$ cat config.mk
export PLATFORM = sky130hd
export DESIGN_NAME = rggen_bit_field_set_buffer
export DESIGN_NICKNAME = d
export VERILOG_FILES = /design/src/rtl/rggen_bit_field_set_buffer.sv
export SDC_FILE = /design/constraint.sdc
export NUM_CORES = 1
export LEC_CHECK = 0
export ABC_AREA = 0
export BUFFER_PORTS_ARGS = -buffer_cell sky130_fd_sc_hd__buf_2
export CORE_MARGIN = 5
export CORE_UTILIZATION = 55
export DETAILED_ROUTE_END_ITERATION = 8
export PLACE_DENSITY = 0.83
export SLEW_MARGIN = 20
export SYNTH_ARGS = -nofsm -noshare
export SYNTH_HDL_FRONTEND = slang
export SYNTH_SLANG_ARGS = --single-unit
$ cat constraint.sdc
create_clock -name i_clk -period 6.6 [get_ports i_clk]
set_input_delay 1.32 -clock i_clk [delete_from_list [all_inputs] [get_ports i_clk]]
set_output_delay 1.32 -clock i_clk [all_outputs]
set_load 0.005 [all_outputs]
$ cat src/rtl/rggen_bit_field_set_buffer.sv
// Set-request FIFO feeding the hardware-set path of a read-write-set field.
// Define RGGEN_SET_BUFFER_MERGE_EN to OR-merge requests into the newest entry when full.
module rggen_bit_field_set_buffer #(
   parameter int WIDTH       = 8,
   parameter int DEPTH       = 4,
   parameter int WRITE_FIRST = 1
) (
   input  logic                       i_clk,
   input  logic                       i_rst,
   input  logic                       i_req_valid,
   output logic                       o_req_ready,
   input  logic [WIDTH-1:0]           i_req_value,
   input  logic                       i_sw_write,
   output logic                       o_set,
   output logic [WIDTH-1:0]           o_value,
   output logic [$clog2(DEPTH+1)-1:0] o_count,
   output logic                       o_blocked
);

   localparam int CW = $clog2(DEPTH + 1);
   localparam int PW = $clog2(DEPTH);
   localparam logic [CW-1:0] FULL_CNT = CW'(DEPTH);
   localparam logic [PW-1:0] LAST     = PW'(DEPTH - 1);

   logic [WIDTH-1:0] entry_q [DEPTH];
   logic [PW-1:0]    rd_ptr_q;
   logic [PW-1:0]    rd_ptr_d;
   logic [PW-1:0]    wr_ptr_q;
   logic [PW-1:0]    wr_ptr_d;
   logic [CW-1:0]    count_q;
   logic [CW-1:0]    count_d;
   logic             full;
   logic             pop;
   logic             push;

   // Depth need not be a power of two, so wrap by compare.
   function automatic logic [PW-1:0] ptr_inc(input logic [PW-1:0] p);
      return (p == LAST) ? '0 : p + 1'b1;
   endfunction

   assign full      = (count_q == FULL_CNT);
   assign o_set     = (count_q != '0);
   assign o_blocked = o_set && (WRITE_FIRST != 0) && i_sw_write;
   assign pop       = o_set && !o_blocked;
   assign o_value   = o_set ? entry_q[rd_ptr_q] : '0;
   assign o_count   = count_q;

`ifdef RGGEN_SET_BUFFER_MERGE_EN
   logic          merge;
   logic [PW-1:0] newest;

   assign o_req_ready = 1'b1;
   assign push        = i_req_valid && (!full || pop);
   assign merge       = i_req_valid && full && !pop;
   assign newest      = (wr_ptr_q == '0) ? LAST : wr_ptr_q - 1'b1;
`else
   assign o_req_ready = !full;
   assign push        = i_req_valid && o_req_ready;
`endif

   always_comb begin
      rd_ptr_d = rd_ptr_q;
      wr_ptr_d = wr_ptr_q;
      count_d  = count_q;
      if (pop) begin
         rd_ptr_d = ptr_inc(rd_ptr_q);
      end
      if (push) begin
         wr_ptr_d = ptr_inc(wr_ptr_q);
      end
      unique case ({push, pop})
         2'b10:   count_d = count_q + 1'b1;
         2'b01:   count_d = count_q - 1'b1;
         default: count_d = count_q;
      endcase
   end

   always_ff @(posedge i_clk) begin
      if (i_rst) begin
         rd_ptr_q <= '0;
         wr_ptr_q <= '0;
         count_q  <= '0;
      end else begin
         rd_ptr_q <= rd_ptr_d;
         wr_ptr_q <= wr_ptr_d;
         count_q  <= count_d;
      end
   end

   always_ff @(posedge i_clk) begin
      if (!i_rst) begin
         if (push) begin
            entry_q[wr_ptr_q] <= i_req_value;
         end
`ifdef RGGEN_SET_BUFFER_MERGE_EN
         else if (merge) begin
            entry_q[newest] <= entry_q[newest] | i_req_value;
         end
`endif
      end
   end

endmodule

## Yosys cells after proc, flatten, opt, wreduce, memory -nomap -nowiden

Memory sizes are Yosys's and may differ from the RTL's. A register that Yosys moved wholly into a read port is not among the register bits.
Cells that the tools add are included.
W data, S select, Z words.

- Add/subtract/negate cells: 4
- Equality and inequality tests: 5
- Multiplexer cells: 9
- Reduce and logical (&&, ||, !) cells: 7

Operators with widths:

| cell | count |
|---|---|
| $mux W2 | 4 |
| $mux W8 | 1 |
| $eq A2 B2 Y1 const B | 3 |
| $pmux W3 S2 | 1 |
| $add A2 B1 Y2 const B | 2 |
| $add A3 B1 Y3 const B | 1 |
| $eq A3 B3 Y1 const B | 1 |
| $logic_and A1 B1 Y1 | 3 |
| $mux W1 | 3 |
| $reduce_bool A3 Y1 | 1 |
| $sub A3 B1 Y3 const B | 1 |
| $eq A2 B1 Y1 const B | 1 |
| $logic_not A1 Y1 | 2 |
| $reduce_bool A2 Y1 | 1 |

- Bits in registers: 7
- Memory bits (writable): 32
- Output and inout port bits: 14
- Memories kept: 1

Memory list:

| memory | words | bits a word | rd ports | clocked after Yosys merged registers in | write ports | RTL line | source |
|---|---|---|---|---|---|---|---|
| entry_q | 4 | 8 | 1 | 1 | 1 | 25 | `logic [WIDTH-1:0] entry_q [DEPTH];` |

## Depth between registers and ports, before layout

Gate-level depths: netlist of run 1.

- Word-level depth: 6
- Gate-level depth with buffers: 9
- Depth with buffers taken out: 8

## Worst setup path before layout of run 1

Ideal clock, no wire load.

- Kind: in2out
- From: input i_sw_write
- To: output o_blocked
- Arrival: 1.451 ns
- Required time: 5.280 ns
- Setup slack: 3.829 ns
- Stages on the path: 1
- Cell sequence: nor2b_1

- Word-level cells in the longest chain between the ends: 1

Ends and longest elaborated chain:

| what | RTL line | source |
|---|---|---|
| start: declaration | 13 | `input logic i_sw_write,` |
| $logic_and A1 B1 Y1 | 43 | `assign o_blocked = o_set && (WRITE_FIRST != 0) && i_sw_write;` |
| end: declaration | 17 | `output logic o_blocked` |

No other way between the ends.

==> results of run 1 <==
[power groups by stage]
stage	clock, mW	sequential (mW)	combinational (mW)
finish	0.118	0.333	0.186
global route	0.133	0.339	0.211
CTS	0.121	0.334	0.191
detailed placement	0	0.340	0.189
global placement	0	0.337	0.180
floorplan	0	0.323	0.137
[worst reg2reg max path, delay by kind of cell (launching register included)]
kind | cells | cell delay (ns)
simple gates | 3 | 1.28
xor+xnor | 1 | 0.07
fa+ha+maj | 2 | 0.44
compound gates | 1 | 0.14
flops | 1 | 0.37
buf+inv | 1 | 0.08
[cell families after synthesis]
family                     after synthesis
AOI/OAI and AO/OA                        7
xor gates and xnor gates                 2
DFF                                     41
and+or+nand+nor                         27
buffers and inverters                   10
adders and majority gates                7
muxes                                   10
[registers in the layout, summed over array words and instances, names as in the netlist, named ones only]
signal,cells
entry_q,32
o_count,3
rd_ptr_q,2
wr_ptr_q,2
[metal layers]
metal	global-route usage	vias up	part of all wire
met5	0	-	0
met4	0.0933	0	0.027
met3	0.0425	7	0.039
met2	0.294	18	0.55
met1	0.183	451	0.38
li1	-	450	-
[final cells by class]
type | instances | share of cell area
Clock buffer | 7 | 0.0230
Clock inverter | 1 | 0.00192
Inverter | 6 | 0.0115
Multi-Input combinational cell | 53 | 0.272
Sequential cell | 41 | 0.584
Tap cell | 44 | 0.0282
Timing Repair Buffer | 29 | 0.0794
[cells in the mapped netlist, drive strengths merged]
master | count | area share
a21oi | 4 | 0.012
nand2 | 1 | 0.0066
inv | 6 | 0.013
buf | 2 | 0.0073
nor2b | 9 | 0.033
clkbuf | 2 | 0.0044
mux2 | 1 | 0.0088
nor3b | 4 | 0.018
mux2i | 1 | 0.0058
or3b | 2 | 0.012
nor2 | 5 | 0.011
o21ai | 3 | 0.0088
or3 | 1 | 0.0044
or4 | 1 | 0.0044
nand2b | 2 | 0.0073
mux4 | 8 | 0.11
xor2 | 2 | 0.010
nor3 | 2 | 0.0088
dfxtp | 9 | 0.11
ha | 6 | 0.044
edfxtp | 32 | 0.56
fa | 1 | 0.012
[worst max-delay path by stage]
stage / endpoint / slack [ns] / cells after the start
final: o_value[5] / 3.36 / 3
after global routing: o_value[7] / 3.22 / 3
after detailed placement: o_blocked / 3.54 / 3
after CTS: o_value[5] / 3.30 / 3
after global placement: o_blocked / 3.56 / 3
after floorplan: o_blocked / 3.83 / 1
[metrics by stage]
| stage | util | area (µm²) | std cells | power (mW) |
|---|---|---|---|---|
| floorplan | - | 1720 | 104 | 0.460 |
| global placement | 0.629 | 1910 | 173 | 0.517 |
| detailed placement | 0.629 | 1910 | 173 | 0.530 |
| CTS | 0.645 | 1950 | 181 | 0.646 |
| global route | 0.645 | 1950 | 181 | 0.683 |
| finish | 0.645 | 1950 | 181 | 0.638 |
==> flow_summary_export.csv, run 1 <==
group,metric,value,unit
logic_synthesis,yosys.area_share.adder,0.0554,
drt,drc,0,
clocking,postCtsHoldBufs,0,
die,floorplan.initialDensity,0.567,
logic_synthesis,synth.lib_cells_used.distinct,25,
timing,rsz0062_at_grt,"false",
timing,f_max,309,MHz
critical_path,cp.arrival,1.92,ns
pwr,pwr-share-comb,0.292,
drt,drt-pass1-iter-count,4,
clocking,clk_path_buf_depth,2,
logic_synthesis,synth_top_family_by_area,"multiplexers",
global_route,overflow,0,
flow_run,maxCapViolCount,0,
logic_synthesis,post_synthesis_xor_xnor_area_fraction,0.0102,
logic_synthesis,synth-warning-count,0,
cells_and_area,layout-drive-gt1-share,0.350,
timing,setup_tns,0,ns
timing,slew-limit-headroom,0.397,
die,boundaryPins,26,
clocking,clk_transition_reported_paths,0.11,ns
clocking,h_tree_depth,2,
cells_and_area,seq_area,1140,µm²
cells_and_area,nets,155,
logic_synthesis,yosys.area_share.simple,0.104,
global_route,grt_util_all_layers,0.168,
timing,timing.final.setup_violations,0,
placement,hpwl_dp,2180,µm
placement,weighted_congestion_reported_at_the_end_of_routability_driven_placement,0.718,
pwr,switchingPower,0.194,mW
logic_synthesis,mappedNetlistNets,123,
global_route,grt_pass1_wl,5000,µm
clocking,clock_insertion_delay_worst_skew,0.35,ns
timing,finalWorstSetupSlack,3.36,ns
min_path,hold-path-cell-count,2,
timing,hold_slack,0.529,ns
logic_synthesis,synthMuxAreaShare,0.120,
clocking,tritoncts,"built",
cells_and_area,fillerInstances,223,
drt,wire_length_after_detailed_routing,3030,µm
clocking,clock_sinks,41,
min_path,hp-class,"reg -> reg",
clocking,clockRootBuffer,"sky130_fd_sc_hd__clkbuf_4",
min_path,min_delay_worst_endpoint,"rd_ptr_q[1]",
critical_path,setup.reg_to_reg.worst_slack,4.16,ns
timing,max_slew.worst_pin.slew,0.900,ns
timing,timing.final.hold_violations,0,
clocking,cts_made_buffers,5,
run_status,status,"finished, final reports clean",
drt,vias,926,
global_route,antenna_found_initial,0,
drt,antenna_violating_nets_post_route,0,
critical_path,critPathMaxFanout,8,
critical_path,timing.critical_path.required,5.28,ns
critical_path,timing_worst_setup_path_type,"reg -> out",
critical_path,crit_chain,"mux4_2, nor2b_1, buf_2",
critical_path,critPathBufInv,1,
timing,worst_clock_skew,0.00782,ns
logic_synthesis,post_synth_inst_count,104,
placement,placement_stage_worst_setup_slack,3.54,ns
critical_path,cp-start-kind,"register",
die,die_height,65.8,µm
min_path,hold_path.startpoint,"rd_ptr_q[1]",
cells_and_area,final_cell_mix,"sky130_fd_sc_hd__edfxtp_1 (32), sky130_fd_sc_hd__buf_2 (25), sky130_fd_sc_hd__nor2b_1 (9), sky130_fd_sc_hd__dfxtp_1 (9), sky130_fd_sc_hd__mux4_2 (8)",
critical_path,timing.critical_path.max_delay_family,"flip-flops",
pwr,leakage,0.718,nW
drt,drtIter0Drc,22,
logic_synthesis,postSynthAreaPerCell,16.5,µm²
timing,slew_violations,0,
logic_synthesis,synth.ff_latch_count,41,
pwr,power_report.internal_total,0.443,mW
pwr,power_per_cell_area,326,nW/µm²
global_route,grt_start_max_net_pins,16,
die,dieArea,4340,µm²
cells_and_area,multi_input_area,532,µm²
pwr,ir_drop,0.000173,V
cells_and_area,antenna-diode-count,0,
timing,finalCriticalPeriod,3.24,ns
timing,final.period_utilization,0.491,
drt,detail_route.wl_per_cell,16.8,µm
critical_path,end_kind,"output pin",
die,core-area,3030,µm²
logic_synthesis,synth_area,1720,µm²
cells_and_area,syn_to_final_growth,13.9,%
logic_synthesis,ys_seq_area_frac,0.665,
pwr,p_clk_frac,0.185,
logic_synthesis,synthesized_area_fraction_occupied_by_ao_oa_aoi_and_oai_cells,0.0204,
clocking,cts_resized,0,
drt,post_dr_vias_cell,5.12,
die,die_w,65.8,µm
critical_path,rr_endpoint,"o_count[2]",
placement,portBuffers,25,
critical_path,ff2ff_path_depth,8,
global_route,via_count_of_the_first_global_routing_pass,1035,
cells_and_area,most_common_cell_after_layout_fill_and_taps_aside,"sky130_fd_sc_hd__edfxtp_1",
pwr,netSwitchingFraction,0.305,
die,num_rows,20,
critical_path,slowest_delay,0.68,ns
critical_path,crit_path_max_delay_cell_type,"sky130_fd_sc_hd__dfxtp_1",
clocking,number_of_buffers_inserted_by_post_cts_setup_repair,0,
pwr,power.sequential.fraction,0.523,
critical_path,r2r_start,"o_count[1]",
No activity file was read; power rests on OpenSTA's default activity.
==> inputs of run 2 (changes only) <==
clock period = 3.05 ns   (was 6.6 ns; I/O delays follow)
==> flow_summary_export.csv, run 2 (synthesis results as in run 1) <==
group,metric,value,unit
pwr,leakage,0.722,nW
flow_run,maxCapViolCount,0,
timing,timing.final.setup_violations,0,
min_path,hp-class,"in -> reg",
timing,slew_violations,0,
pwr,ir_drop,0.000359,V
drt,wire_length_after_detailed_routing,2940,µm
critical_path,timing.critical_path.required,3.31,ns
cells_and_area,layout-drive-gt1-share,0.355,
placement,placedInstanceArea,1910,µm²
pwr,pwr-share-comb,0.303,
cells_and_area,final_cell_mix,"sky130_fd_sc_hd__edfxtp_1 (32), sky130_fd_sc_hd__buf_2 (25), sky130_fd_sc_hd__nor2b_1 (9), sky130_fd_sc_hd__dfxtp_1 (9), sky130_fd_sc_hd__mux4_2 (8)",
clocking,clk_path_buf_depth,2,
pwr,power_per_cell_area,709,nW/µm²
clocking,cts_resized,0,
placement,placement_stage_worst_setup_slack,0.602,ns
global_route,grt_start_max_net_pins,16,
critical_path,cp.arrival,2.76,ns
global_route,via_count_of_the_first_global_routing_pass,1014,
clocking,clock_sinks,41,
die,boundaryPins,26,
clocking,tritoncts,"built",
drt,drc,0,
clocking,clk_transition_reported_paths,0.11,ns
pwr,netSwitchingFraction,0.300,
global_route,grt_pass1_wl,4960,µm
timing,worst_clock_skew,0.00627,ns
pwr,switchingPower,0.417,mW
drt,vias,935,
drt,antenna_violating_nets_post_route,0,
die,num_rows,20,
clocking,postCtsHoldBufs,0,
timing,rsz0062_at_grt,"false",
cells_and_area,nets,156,
die,die_height,65.8,µm
cells_and_area,antenna-diode-count,0,
clocking,clockRootBuffer,"sky130_fd_sc_hd__clkbuf_4",
die,dieArea,4340,µm²
timing,final.period_utilization,0.820,
pwr,power_report.internal_total,0.974,mW
cells_and_area,largest_register_ffs,32,
die,die_w,65.8,µm
timing,f_max,400,MHz
die,floorplan.initialDensity,0.567,
timing,max_slew.worst_pin.slew,0.555,ns
timing,finalCriticalPeriod,2.50,ns
drt,drt-pass1-iter-count,4,
critical_path,cp-start-kind,"register",
timing,timing.final.hold_violations,0,
timing,slew-limit-headroom,0.630,
run_status,status,"finished, final reports clean",
clocking,h_tree_depth,2,
clocking,number_of_buffers_inserted_by_post_cts_setup_repair,0,
clocking,clock_insertion_delay_worst_skew,0.33,ns
timing,setup_tns,0,ns
placement,portBuffers,25,
cells_and_area,largest-register,"entry_q",
drt,post_dr_vias_cell,5.14,
critical_path,setup.reg_to_reg.worst_slack,0.55,ns
global_route,grt_util_all_layers,0.161,
global_route,overflow,0,
clocking,cts_made_buffers,5,
cells_and_area,design_area,1960,µm²
cells_and_area,most_common_cell_after_layout_fill_and_taps_aside,"sky130_fd_sc_hd__edfxtp_1",
critical_path,timing_worst_setup_path_type,"reg -> reg",
die,core-area,3030,µm²
global_route,antenna_found_initial,0,
timing,finalWorstSetupSlack,0.549,ns
pwr,total_power,1.39,mW
pwr,p_clk_frac,0.179,
pwr,power.sequential.fraction,0.518,
cells_and_area,syn_to_final_growth,14.4,%
placement,weighted_congestion_reported_at_the_end_of_routability_driven_placement,0.718,
drt,drtIter0Drc,35,
critical_path,end_kind,"register",
timing,hold_slack,0.492,ns
drt,detail_route.wl_per_cell,16.1,µm
placement,hpwl_dp,2060,µm
critical_path,critPathMaxFanout,7,
## run 2: cell count changes in the layout (fill, tap and decap cells not counted), sizes merged
cell	previous run	this run
buf	29	30
clkbuf	7	8
clkinv	1	0
## run 2: power groups by stage
stage	registers, mW	clock network [mW]	logic, mW
floorplan	0.699	0	0.296
global placement	0.728	0	0.403
detailed placement	0.736	0	0.425
CTS	0.723	0.253	0.428
global route	0.733	0.286	0.470
finish	0.721	0.249	0.421
## run 2: stage by stage
step                cells  utilization
detailed placement    174        0.632
floorplan             104            -
CTS                   182        0.648
global placement      174        0.632
finish                182        0.648
global route          182        0.648
## run 2: cell type report
cell class	instances	area, µm²
repair buffers	30	163
inverters	6	22.5
flip-flops and latches	41	1140
well taps	44	55.1
fillers	220	1070
multi-input cells	53	532
clock buffers	8	48.8
## run 2: worst max-delay path: stages, from the launching register on
cell                      delay [ns]
sky130_fd_sc_hd__dfxtp_1        0.44
sky130_fd_sc_hd__or3b_4         0.44
sky130_fd_sc_hd__nand2_4        0.13
sky130_fd_sc_hd__ha_1           0.21
sky130_fd_sc_hd__inv_1          0.07
sky130_fd_sc_hd__fa_1           0.39
sky130_fd_sc_hd__xor2_1         0.17
sky130_fd_sc_hd__or3_2          0.41
sky130_fd_sc_hd__a21oi_1        0.18
## run 2: worst paths after layout
check / endpoint / from / depth (start not counted)
hold / removal: entry_q[0][2] / i_req_value[2] / 1
hold reg to reg: rd_ptr_q[1] / rd_ptr_q[1] / 2
setup reg to reg: o_count[2] / o_count[2] / 8
setup / recovery: o_count[2] / o_count[2] / 8
## run 2: metal layers
metal / vias to the layer above / track usage / share of wire
li1: 450 / - / -
met1: 461 / 0.183 / 0.40
met2: 20 / 0.282 / 0.54
met3: 4 / 0.0493 / 0.052
met4: 0 / 0.0596 / 0.0092
met5: - / 0 / 0
